$ cat config.mk
export PLATFORM = sky130hd
export DESIGN_NAME = byte_serial_subtractor32
export DESIGN_NICKNAME = d
export VERILOG_FILES = /design/src/rtl/byte_serial_subtractor32.sv
export SDC_FILE = /design/constraint.sdc
export NUM_CORES = 1
export LEC_CHECK = 0
export CORE_UTILIZATION = 51
export DETAILED_ROUTE_END_ITERATION = 10
export PLACE_DENSITY = 0.76
export RECOVER_POWER = 25
export SLEW_MARGIN = 20
export SYNTH_ARGS = -nofsm -noshare
export SYNTH_HDL_FRONTEND = slang
export SYNTH_SLANG_ARGS = --single-unit
$ cat constraint.sdc
create_clock -name clk -period 5 [get_ports clk]
set_clock_uncertainty 0.05 [all_clocks]
set_input_delay 1 -clock clk [delete_from_list [all_inputs] [get_ports clk]]
set_output_delay 1 -clock clk [all_outputs]
set_load 0.01 [all_outputs]
$ cat src/rtl/byte_serial_subtractor32.sv
// Multi-cycle a - b, one byte per clock via a + ~b + 1 with the carry held in a register.
// A start/busy/done handshake lets a control FSM launch one subtraction at a time.
module byte_serial_subtractor32 #(
    parameter int WIDTH = 32
) (
    input  logic             clk,
    input  logic             rst,
    input  logic             start,
    input  logic [WIDTH-1:0] a,
    input  logic [WIDTH-1:0] b,
    output logic             busy,
    output logic             done,
    output logic [WIDTH-1:0] diff,
    output logic             borrow_out,
    output logic             ovf,
    output logic             zero
);
    localparam int NSLICE = WIDTH / 8;
    localparam int IW     = $clog2(NSLICE + 1);

    typedef enum logic [1:0] {
        S_IDLE,
        S_RUN,
        S_DONE
    } state_t;

    state_t           r_state;
    state_t           w_state_next;
    logic [WIDTH-1:0] r_a;
    logic [WIDTH-1:0] r_b;
    logic [WIDTH-1:0] r_diff;
    logic [IW-1:0]    r_idx;
    logic             r_carry;
    logic             r_borrow;
    logic             r_ovf;
    logic             r_zero;

    logic [7:0]       w_a_byte;
    logic [7:0]       w_b_byte;
    logic [8:0]       w_sum9;
    logic [WIDTH-1:0] w_diff_new;
    logic             w_accept;
    logic             w_last;

    assign w_accept = start && (r_state == S_IDLE || r_state == S_DONE);
    assign w_last   = (r_idx == IW'(NSLICE - 1));

    always_comb begin
        w_a_byte = 8'd0;
        w_b_byte = 8'd0;
        for (int i = 0; i < NSLICE; i++) begin
            if (r_idx == IW'(i)) begin
                w_a_byte = r_a[8*i +: 8];
                w_b_byte = r_b[8*i +: 8];
            end
        end
    end

    assign w_sum9 = {1'b0, w_a_byte} + {1'b0, ~w_b_byte} + {8'd0, r_carry};

    // Diff as it will look after this edge; flags are derived from it so they land with the top byte.
    generate
        for (genvar gi = 0; gi < NSLICE; gi++) begin : g_slice
            assign w_diff_new[8*gi +: 8] = (r_idx == IW'(gi)) ? w_sum9[7:0] : r_diff[8*gi +: 8];
        end
    endgenerate

    always_ff @(posedge clk or posedge rst) begin
        if (rst) begin
            r_state <= S_IDLE;
        end else begin
            r_state <= w_state_next;
        end
    end

    always_comb begin
        w_state_next = r_state;
        case (r_state)
            S_IDLE:  if (start) w_state_next = S_RUN;
            S_RUN:   if (w_last) w_state_next = S_DONE;
            S_DONE:  w_state_next = start ? S_RUN : S_IDLE;
            default: w_state_next = S_IDLE;
        endcase
    end

    always_ff @(posedge clk or posedge rst) begin
        if (rst) begin
            r_a      <= '0;
            r_b      <= '0;
            r_diff   <= '0;
            r_idx    <= '0;
            r_carry  <= 1'b1;
            r_borrow <= 1'b0;
            r_ovf    <= 1'b0;
            r_zero   <= 1'b0;
        end else if (w_accept) begin
            r_a      <= a;
            r_b      <= b;
            r_diff   <= '0;
            r_idx    <= '0;
            r_carry  <= 1'b1;
            r_borrow <= 1'b0;
            r_ovf    <= 1'b0;
            r_zero   <= 1'b0;
        end else if (r_state == S_RUN) begin
            r_diff  <= w_diff_new;
            r_carry <= w_sum9[8];
            r_idx   <= r_idx + IW'(1);
            if (w_last) begin
                r_borrow <= ~w_sum9[8];
                r_ovf    <= (r_a[WIDTH-1] != r_b[WIDTH-1]) && (w_diff_new[WIDTH-1] != r_a[WIDTH-1]);
                r_zero   <= (w_diff_new == '0);
            end
        end
    end

    assign busy       = (r_state == S_RUN);
    assign done       = (r_state == S_DONE);
    assign diff       = r_diff;
    assign borrow_out = r_borrow;
    assign ovf        = r_ovf;
    assign zero       = r_zero;

endmodule

### Word-level counts from Yosys, hierarchy flattened

Index checks and enable logic that the tools add are counted.

| word-level totals | value |
|---|---|
| register bits | 105 |
| bits in latches | 0 |
| RAM bits | 0 |
| bits in read-only memories | 0 |
| input bits | 67 |
| output and inout port bits | 37 |
| word-level logic and storage cells | 64 |
| memories kept | 0 |

| cells by class | value |
|---|---|
| add/subtract/negate cells | 3 |
| multiply operators | 0 |
| div/mod/pow operators | 0 |
| order comparisons | 0 |
| equality and inequality tests | 9 |
| shifts and indexed selects | 0 |
| mux-type cells | 31 |
| bitwise gates (word level) | 2 |
| reductions and logical operators | 10 |

Operators with widths:

| cell | number |
|---|---|
| $mux 8 | 12 |
| $mux 32 | 2 |
| $logic_not 32->1 | 1 |
| $mux 1 | 12 |
| $add 8x8->9 | 1 |
| $add 9x1->9 | 1 |
| $not 8->8 | 1 |
| $eq 3x2->1 const B | 2 |
| $mux 3 | 2 |
| $pmux 2 s3 | 1 |
| $mux 2 | 2 |
| $reduce_and 2->1 | 2 |
| $reduce_bool 2->1 | 2 |
| $add 3x1->3 const B | 1 |
| $eq 3x1->1 const B | 1 |
| $logic_not 3->1 | 1 |
| $eq 2x1->1 const B | 1 |
| $eq 2x2->1 const B | 1 |
| $logic_and 1x1->1 | 2 |
| $logic_not 2->1 | 1 |
| $ne 1x1->1 | 2 |
| $ne 2x1->1 const B | 1 |
| $ne 2x2->1 const B | 1 |
| $logic_or 1x1->1 | 1 |
| $not 1->1 | 1 |

### Depth between registers and ports, before layout

Gate-level depths: netlist of the first run.

| logic depth | value |
|---|---|
| depth in word-level cells | 14 |
| mapped depth | 16 |
| gate-level depth less buffers | 16 |

### Worst setup path before layout of the first run

No wires, ideal clock.

| timing path | value |
|---|---|
| path kind | reg2reg |
| from | register r_idx[0] |
| to | register r_zero (netlist: zero) |
| library setup time | 0.127 ns |
| arrival time | 3.483 ns |
| data required time | 4.823 ns |
| slack | 1.340 ns |
| cell stages (with the launch flop) | 17 |
| path buffers | 2 |
| period minus slack after synthesis | 3.660 ns |
| cell sequence | dfrtp_1 -> inv_1 -> ha_1 -> nor2b_1 -> clkbuf_1 -> clkbuf_1 -> a221oi_1 -> o31ai_1 -> fa_1 -> inv_1 -> fa_1 -> nand2b_1 -> a21bo_1 -> a211oi_1 -> nor2_1 -> a32oi_1 -> o31ai_2 |

| on the way | value |
|---|---|
| cells in the longest elaborated chain, start to end | 13 |
| elaborated cells between the ends (all ways) | 25 |
| those cells by class | 2 x add/sub; 3 x eq/ne; 15 x mux; 1 x bitwise; 4 x reduce/logical |

RTL lines:

| element | line | text |
|---|---|---|
| start, declared | 32 | `logic [IW-1:0] r_idx;` |
| start signal, assigned | 108 | `r_idx <= r_idx + IW'(1);` |
| $logic_not 3->1 | 52, 64 |  |
| $mux 8 (4 in a row) | 52 | `if (r_idx == IW'(i)) begin` |
| $not 8->8 | 59 | `assign w_sum9 = {1'b0, w_a_byte} + {1'b0, ~w_b_byte} + {8'd0, r_carry};` |
| $add 8x8->9 | 59 |  |
| $add 9x1->9 | 59 |  |
| $mux 8 | 64 | `assign w_diff_new[8*gi +: 8] = (r_idx == IW'(gi)) ? w_sum9[7:0] : r_diff[8*gi +: 8];` |
| $logic_not 32->1 | 112 | `r_zero <= (w_diff_new == '0);` |
| $mux 1 | 109 | `if (w_last) begin` |
| $mux 1 | 105 | `end else if (r_state == S_RUN) begin` |
| $mux 1 | 96 | `end else if (w_accept) begin` |
| end signal, assigned | 112 |  |
| end, declared | 36 | `logic r_zero;` |

Parallel ways exist; a longest one is shown, timed or not. The select of a mux whose other input is x is not followed.
A chain may end at the register's enable or synchronous reset.

### Final worst setup path of the first run

Ends and elaborated chain as after synthesis.

==> results of run 1 <==
==> metal layers <==
metal / vias to the layer above / track usage, %
met3: 28 / 2.97
met2: 141 / 46.5
met1: 2075 / 34.7
met5: - / 0
met4: 0 / 10.8
li1: 2134 / -
==> worst max-delay path: cells and delay by family (launching register included) <==
family | cells | cell delay (ps)
compound gates | 6 | 1360
simple gates | 5 | 910
fa+ha+maj | 3 | 890
flops | 1 | 430
buf+inv | 3 | 360
==> metrics by stage <==
| stage | total power [mW] | utilization, % | setup slack (ps) |
|---|---|---|---|
| 2_1_floorplan | 3.52 | - | 1190 |
| 3_3_place_gp | 4.44 | 65.7 | 1300 |
| 3_5_place_dp | 4.52 | 65.7 | 1040 |
| 4_1_cts | 5.09 | 67.9 | 1010 |
| 5_1_grt | 5.48 | 68.0 | 324 |
| 6_report | 5.10 | 68.0 | 925 |
==> registers in the layout, indices dropped and copies added (netlist names) <==
name        count
borrow_out      1
diff           32
ovf             1
r_a            32
r_b            32
r_carry         1
r_idx           3
r_state         2
zero            1
==> final cells by class <==
type	count	area (sq um)	share of cell area, %
well taps	129	161	2.53
clock buffers	10	128	2.00
clock inverters	5	78.8	1.24
multi-input cells	431	2230	35.0
inverters	14	52.6	0.825
repair buffers	111	1090	17.1
flip-flops and latches	105	2630	41.3
==> report_power, final <==
group | internal, mW | total, mW | leakage (nW) | switching [mW]
logic | 1.15 | 3.05 | 1.57 | 1.91
clock network | 0.280 | 0.564 | 0.107 | 0.283
registers | 1.22 | 1.48 | 1.33 | 0.263
total | 2.65 | 5.10 | 3.00 | 2.45
==> worst paths after layout <==
check,slack (ps),to,start
setup / recovery,920,zero,r_idx[0]
hold / removal,430,r_b[29],r_b[29]
setup reg to reg,920,zero,r_idx[0]
hold reg to reg,430,r_b[29],r_b[29]
max in group asynchronous,1090,diff[29],rst
min in group asynchronous,2040,r_a[24],rst
==> cells by family after synthesis <==
| group | after synthesis | synth area share (%) |
|---|---|---|
| adders and majority gates | 14 | 3.79 |
| buffers and inverters | 47 | 3.56 |
| xor gates and xnor gates | 4 | 0.997 |
| muxes | 1 | 0.199 |
| and+or+nand+nor | 308 | 25.7 |
| DFF | 105 | 52.4 |
| AOI/OAI and AO/OA | 104 | 13.4 |
==> cell usage in the layout (no fill, tap or decap), drive strengths merged, types with 3 or more instances in the layout <==
cell and n:
dfrtp 104, xnor2 3, a221oi 16, nand2b 5, buf 8, o31ai 9, nor2 32, o22ai 3
nor3 11, o21ai 43, a21oi 17, clkbuf 10, nor4 5, nand2 206, ha 12, nor2b 6
nand3 37, inv 15, clkdlybuf4s50 103
==> reports/metrics.cfg, run 1 <==
[route]
vias=4378
antenna_left=0
wl_met3_um=539
drt_wl_total_um=13000
top_signal_layer_used=met4
wl_met1_um=5660
drtIter0Drc=175
drc_errors=0
viasPerCell=5.44
dr_wl_met2_um=6410
first_pass_iters=5
wire_per_inst_um=16.1

[critical_path]
cp_max_fo=16
worst_setup_path_start_kind=flip-flop
worstSetupPathType=flip-flop to flip-flop
crit_path_max_incr_delay_ps=430
critPathSlowestCell=dfrtp_1
path_cells=inv_1 > ha_1 > nand2b_1 > nor2_1 > buf_4 > a221oi_1 > nor3_1 > a21oi_1 > fa_1 > inv_1 > fa_1 > nand2b_1 > a21boi_1 > o21ai_0 > nor2_1 > a32oi_1 > o31ai_2
crit_path_end_kind=flip-flop
critPathArrivalTime_ps=4290
rr_worst_depth=17
critPathRequiredTime_ps=5220

[power_and_ir_drop]
total_leakage_power_nw=3.00
powerDensity_nw_per_um2=801
ir_worst_vdd_mv=0.391

[yosys]
synth.area.top_cells=dfrtp_1 52%, nand2_1 15%, nand3_1 3.7%, ha_1 3.0%, a221oi_1 2.8%
syn_area_per_cell_sq_um=8.61
async_flop_share_pct=100
ys_seq_elements=105
yosysMostFrequentCell=nand2_1
yosys_warnings=0
synth-edff-count=0
synth_cell_types=46
yosys-top-cells-count=206 x nand2_1, 104 x dfrtp_1, 37 x nand3_1
synth_top_area_share_pct=51.8
synth_ff_type=dfrtp_1
syn_area_sq_um=5020
netlist.top_cell.by_area=dfrtp_1
synthesis.nets=664
ys_seq_area_share_pct=52.4
netlist_instances=583

[floorplanning]
die_area_sq_um=10200
die_w_um=101
die_h_um=101
row_count=35
ios=104
initial_utilization_pct=53.6
core_area_sq_um=9370

[sta]
period_minus_slack_ps=4080
setup_violations=0
final.setup.tns_ps=0
fin_hold_ws_ps=432
rsz0062_at_grt=no
fmax_mhz=245
finalCritPeriodShare_pct=81.5
worst_pin_slew_ps=3140
final-hold-violation-count=0
max_slew_margin_pct=-110
slew_viol_final=86

[cts]
clk_pin_slew_worst_paths_ps=90
root_buffer=clkbuf_8
clock-sinks=105
cts_made_buffers=9
cts.path.max_buffers=2
h-tree-depth=3
cts_resized=0
cts_tree=built
cts_hold_buffers=0
cts_setup_buffers=0
worstSkewPairLatency_ps=360

[placement]
io_buffers=103
gp_congestion=0.876
place_inst=790
dp_hpwl_um=9550
place_area_sq_um=6160

[job]
drv_cap=1

[grt]
grt_pass1_vias=4297
grt_pass1_wl_um=21200
grt_max_degree=86
grtUsageTotal_pct=26.9
grt-ovfl-total=0
antenna_found_initial=0

[layout]
instances_no_fill=805
final_area_sq_um=6370
nets=753
drive_gt1_share_pct=5.18
syn_to_final_growth_pct=26.8
fill_cells=844
n_antenna_cell=0

[outcome]
violations=capacitance limit, slew limit
status=finished, violations left

[worst_hold_path]
hold_path_class=flip-flop to flip-flop
holdPathStages=2

Power figures use the tool's default switching activity.
==> run 2: changes to the inputs <==
- CORE_UTILIZATION: 51 -> 46
- PLACE_DENSITY: 0.76 -> 0.72
- clock period: 5 -> 3.6 ns (I/O delays scaled with it)
==> run 2 against run 1 <==
Compared with the run above:
- the flow still finishes with violations (capacitance limit, slew limit)
- cell count is 3.5% higher
- die area up 11%
- setup slack got worse by 720 ps
- first-iteration DRC count increased by 16%
- wire length rose by 2.0%
- power up 56%
- utilization is 4.6 points lower
- critical path depth shrank 2
- sequential power grew 41%
- register-to-register slack lost 720 ps
- fmax is 20% higher
- critical endpoint unchanged
- highest routed layer unchanged
==> reports/metrics.cfg, run 2 (synthesis gave the netlist of run 1 again) <==
[job]
drv_cap=1

[floorplanning]
row_count=37
initial_utilization_pct=48.0
core_area_sq_um=10500
die_h_um=106
die_w_um=106
die_area_sq_um=11300
ios=104

[cts]
cts_tree=built
cts_made_buffers=9
h-tree-depth=3
clock-sinks=105
cts_hold_buffers=0
cts.path.max_buffers=2
clk_pin_slew_worst_paths_ps=100
root_buffer=clkbuf_8
worstSkewPairLatency_ps=370

[placement]
gp_congestion=0.851
io_buffers=103
dp_hpwl_um=9920
place_area_sq_um=6300

[outcome]
status=finished, violations left
violations=capacitance limit, slew limit

[route]
antenna_left=0
drc_errors=0
first_pass_iters=5
drt_wl_total_um=13200
vias=4437
dr_wl_met2_um=6570
wire_per_inst_um=15.9
wl_met1_um=5870
top_signal_layer_used=met4
drtIter0Drc=203
viasPerCell=5.33
wl_met3_um=525

[critical_path]
critPathSlowestCell=dfrtp_1
path_cells=inv_1 > ha_4 > nand2b_1 > nor2_4 > a221oi_1 > o31ai_2 > fa_2 > inv_1 > fa_1 > nand2b_4 > a21bo_1 > a211oi_2 > nor2_1 > a32oi_1 > o31ai_2
critPathRequiredTime_ps=3790
worst_setup_path_start_kind=flip-flop
crit_path_end_kind=flip-flop
critPathArrivalTime_ps=3590
crit_path_max_incr_delay_ps=420
cp_max_fo=6
critical_path.top_delay_family=compound AO/OA/AOI/OAI gates
worstPathBufferInverterCount=2
worstSetupPathType=flip-flop to flip-flop

[layout]
layout.cells.most_common=nand2_1
syn_to_final_growth_pct=32.0
layout_common_cells=206 x nand2_1, 104 x dfrtp_1, 102 x clkdlybuf4s50_1, 37 x nand3_1, 31 x nor2_1
nets=773
drive_gt1_share_pct=10.6
n_antenna_cell=0
ff_latch_area_sq_um=2630
final_area_sq_um=6630
multi_input_area_sq_um=2310
fill_cells=926

[sta]
period_minus_slack_ps=3390
setup_violations=0
fmax_mhz=295
slew_viol_final=50
final.setup.tns_ps=0
max_slew_margin_pct=-39.0
worst_pin_slew_ps=2070
finalCritPeriodShare_pct=94.2
final-hold-violation-count=0

[power_and_ir_drop]
powerDensity_nw_per_um2=1200
total_leakage_power_nw=3.11
ir_worst_vdd_mv=0.633

[grt]
grt_pass1_vias=4305
antenna_found_initial=0
grt_max_degree=58
grt_pass1_wl_um=21300
grtUsageTotal_pct=24.3
grt-ovfl-total=0

[worst_hold_path]
hold_path_class=flip-flop to flip-flop

run 2: cell type report:
class,instances,area share [%]
timing repair buffer,131,18.7
tap,136,2.57
clock buffer,12,2.19
sequential,105,39.7
inverter,14,0.812
clock inverter,4,1.15
multi-input combinational,431,34.9
run 2: report_power, final:
| part | total (mW) | switching, mW | internal [mW] |
|---|---|---|---|
| logic | 5.06 | 2.85 | 2.20 |
| clock network | 0.803 | 0.390 | 0.413 |
| registers | 2.08 | 0.385 | 1.69 |
| total | 7.94 | 3.63 | 4.31 |
run 2: per-stage QoR:
| step | setup WS, ps | std cells | util [%] | hold WS, ps | total power, mW |
|---|---|---|---|---|---|
| global placement | 47.4 | 813 | 60.2 | 409 | 6.61 |
| floorplan | 9.49 | 583 | - | 396 | 4.88 |
| global route | -15.3 | 833 | 63.4 | 453 | 8.54 |
| CTS | 21.4 | 829 | 62.6 | 437 | 7.56 |
| finish | 207 | 833 | 63.4 | 437 | 7.94 |
| detailed placement | -163 | 813 | 60.2 | 413 | 6.71 |
run 2: worst register-to-register path: cells and delay by family, from the launching register on:
kind / cells / cell delay, ps
flops: 1 / 420
buf+inv: 2 / 190
fa+ha+maj: 3 / 810
compound gates: 6 / 1200
simple gates: 4 / 600
run 2: path summary, 6_finish.rpt:
check | from | end | slack, ps | cells after the start
worst max-delay path | r_idx[1] | zero | 210 | 15
worst min-delay path | r_a[20] | r_a[20] | 440 | 2
worst max register to register | r_idx[1] | zero | 210 | 15
worst min register to register | r_a[20] | r_a[20] | 440 | 2
max in group asynchronous | rst | r_a[1] | 550 | 3
min in group asynchronous | rst | diff[16] | 1280 | 2
run 2: repair_timing:
action / CTS / global route
resized for setup: 7 / 16
setup buffers: 0 / 4
setup endpoints to repair: 6 / 12
pin swaps: 1 / 7
run 2: per-layer routing:
| metal | GRT usage (%) | vias to the layer above |
|---|---|---|
| met5 | 0 | - |
| met3 | 3.49 | 21 |
| li1 | - | 2186 |
| met1 | 30.9 | 2097 |
| met2 | 42.3 | 133 |
| met4 | 8.41 | 0 |
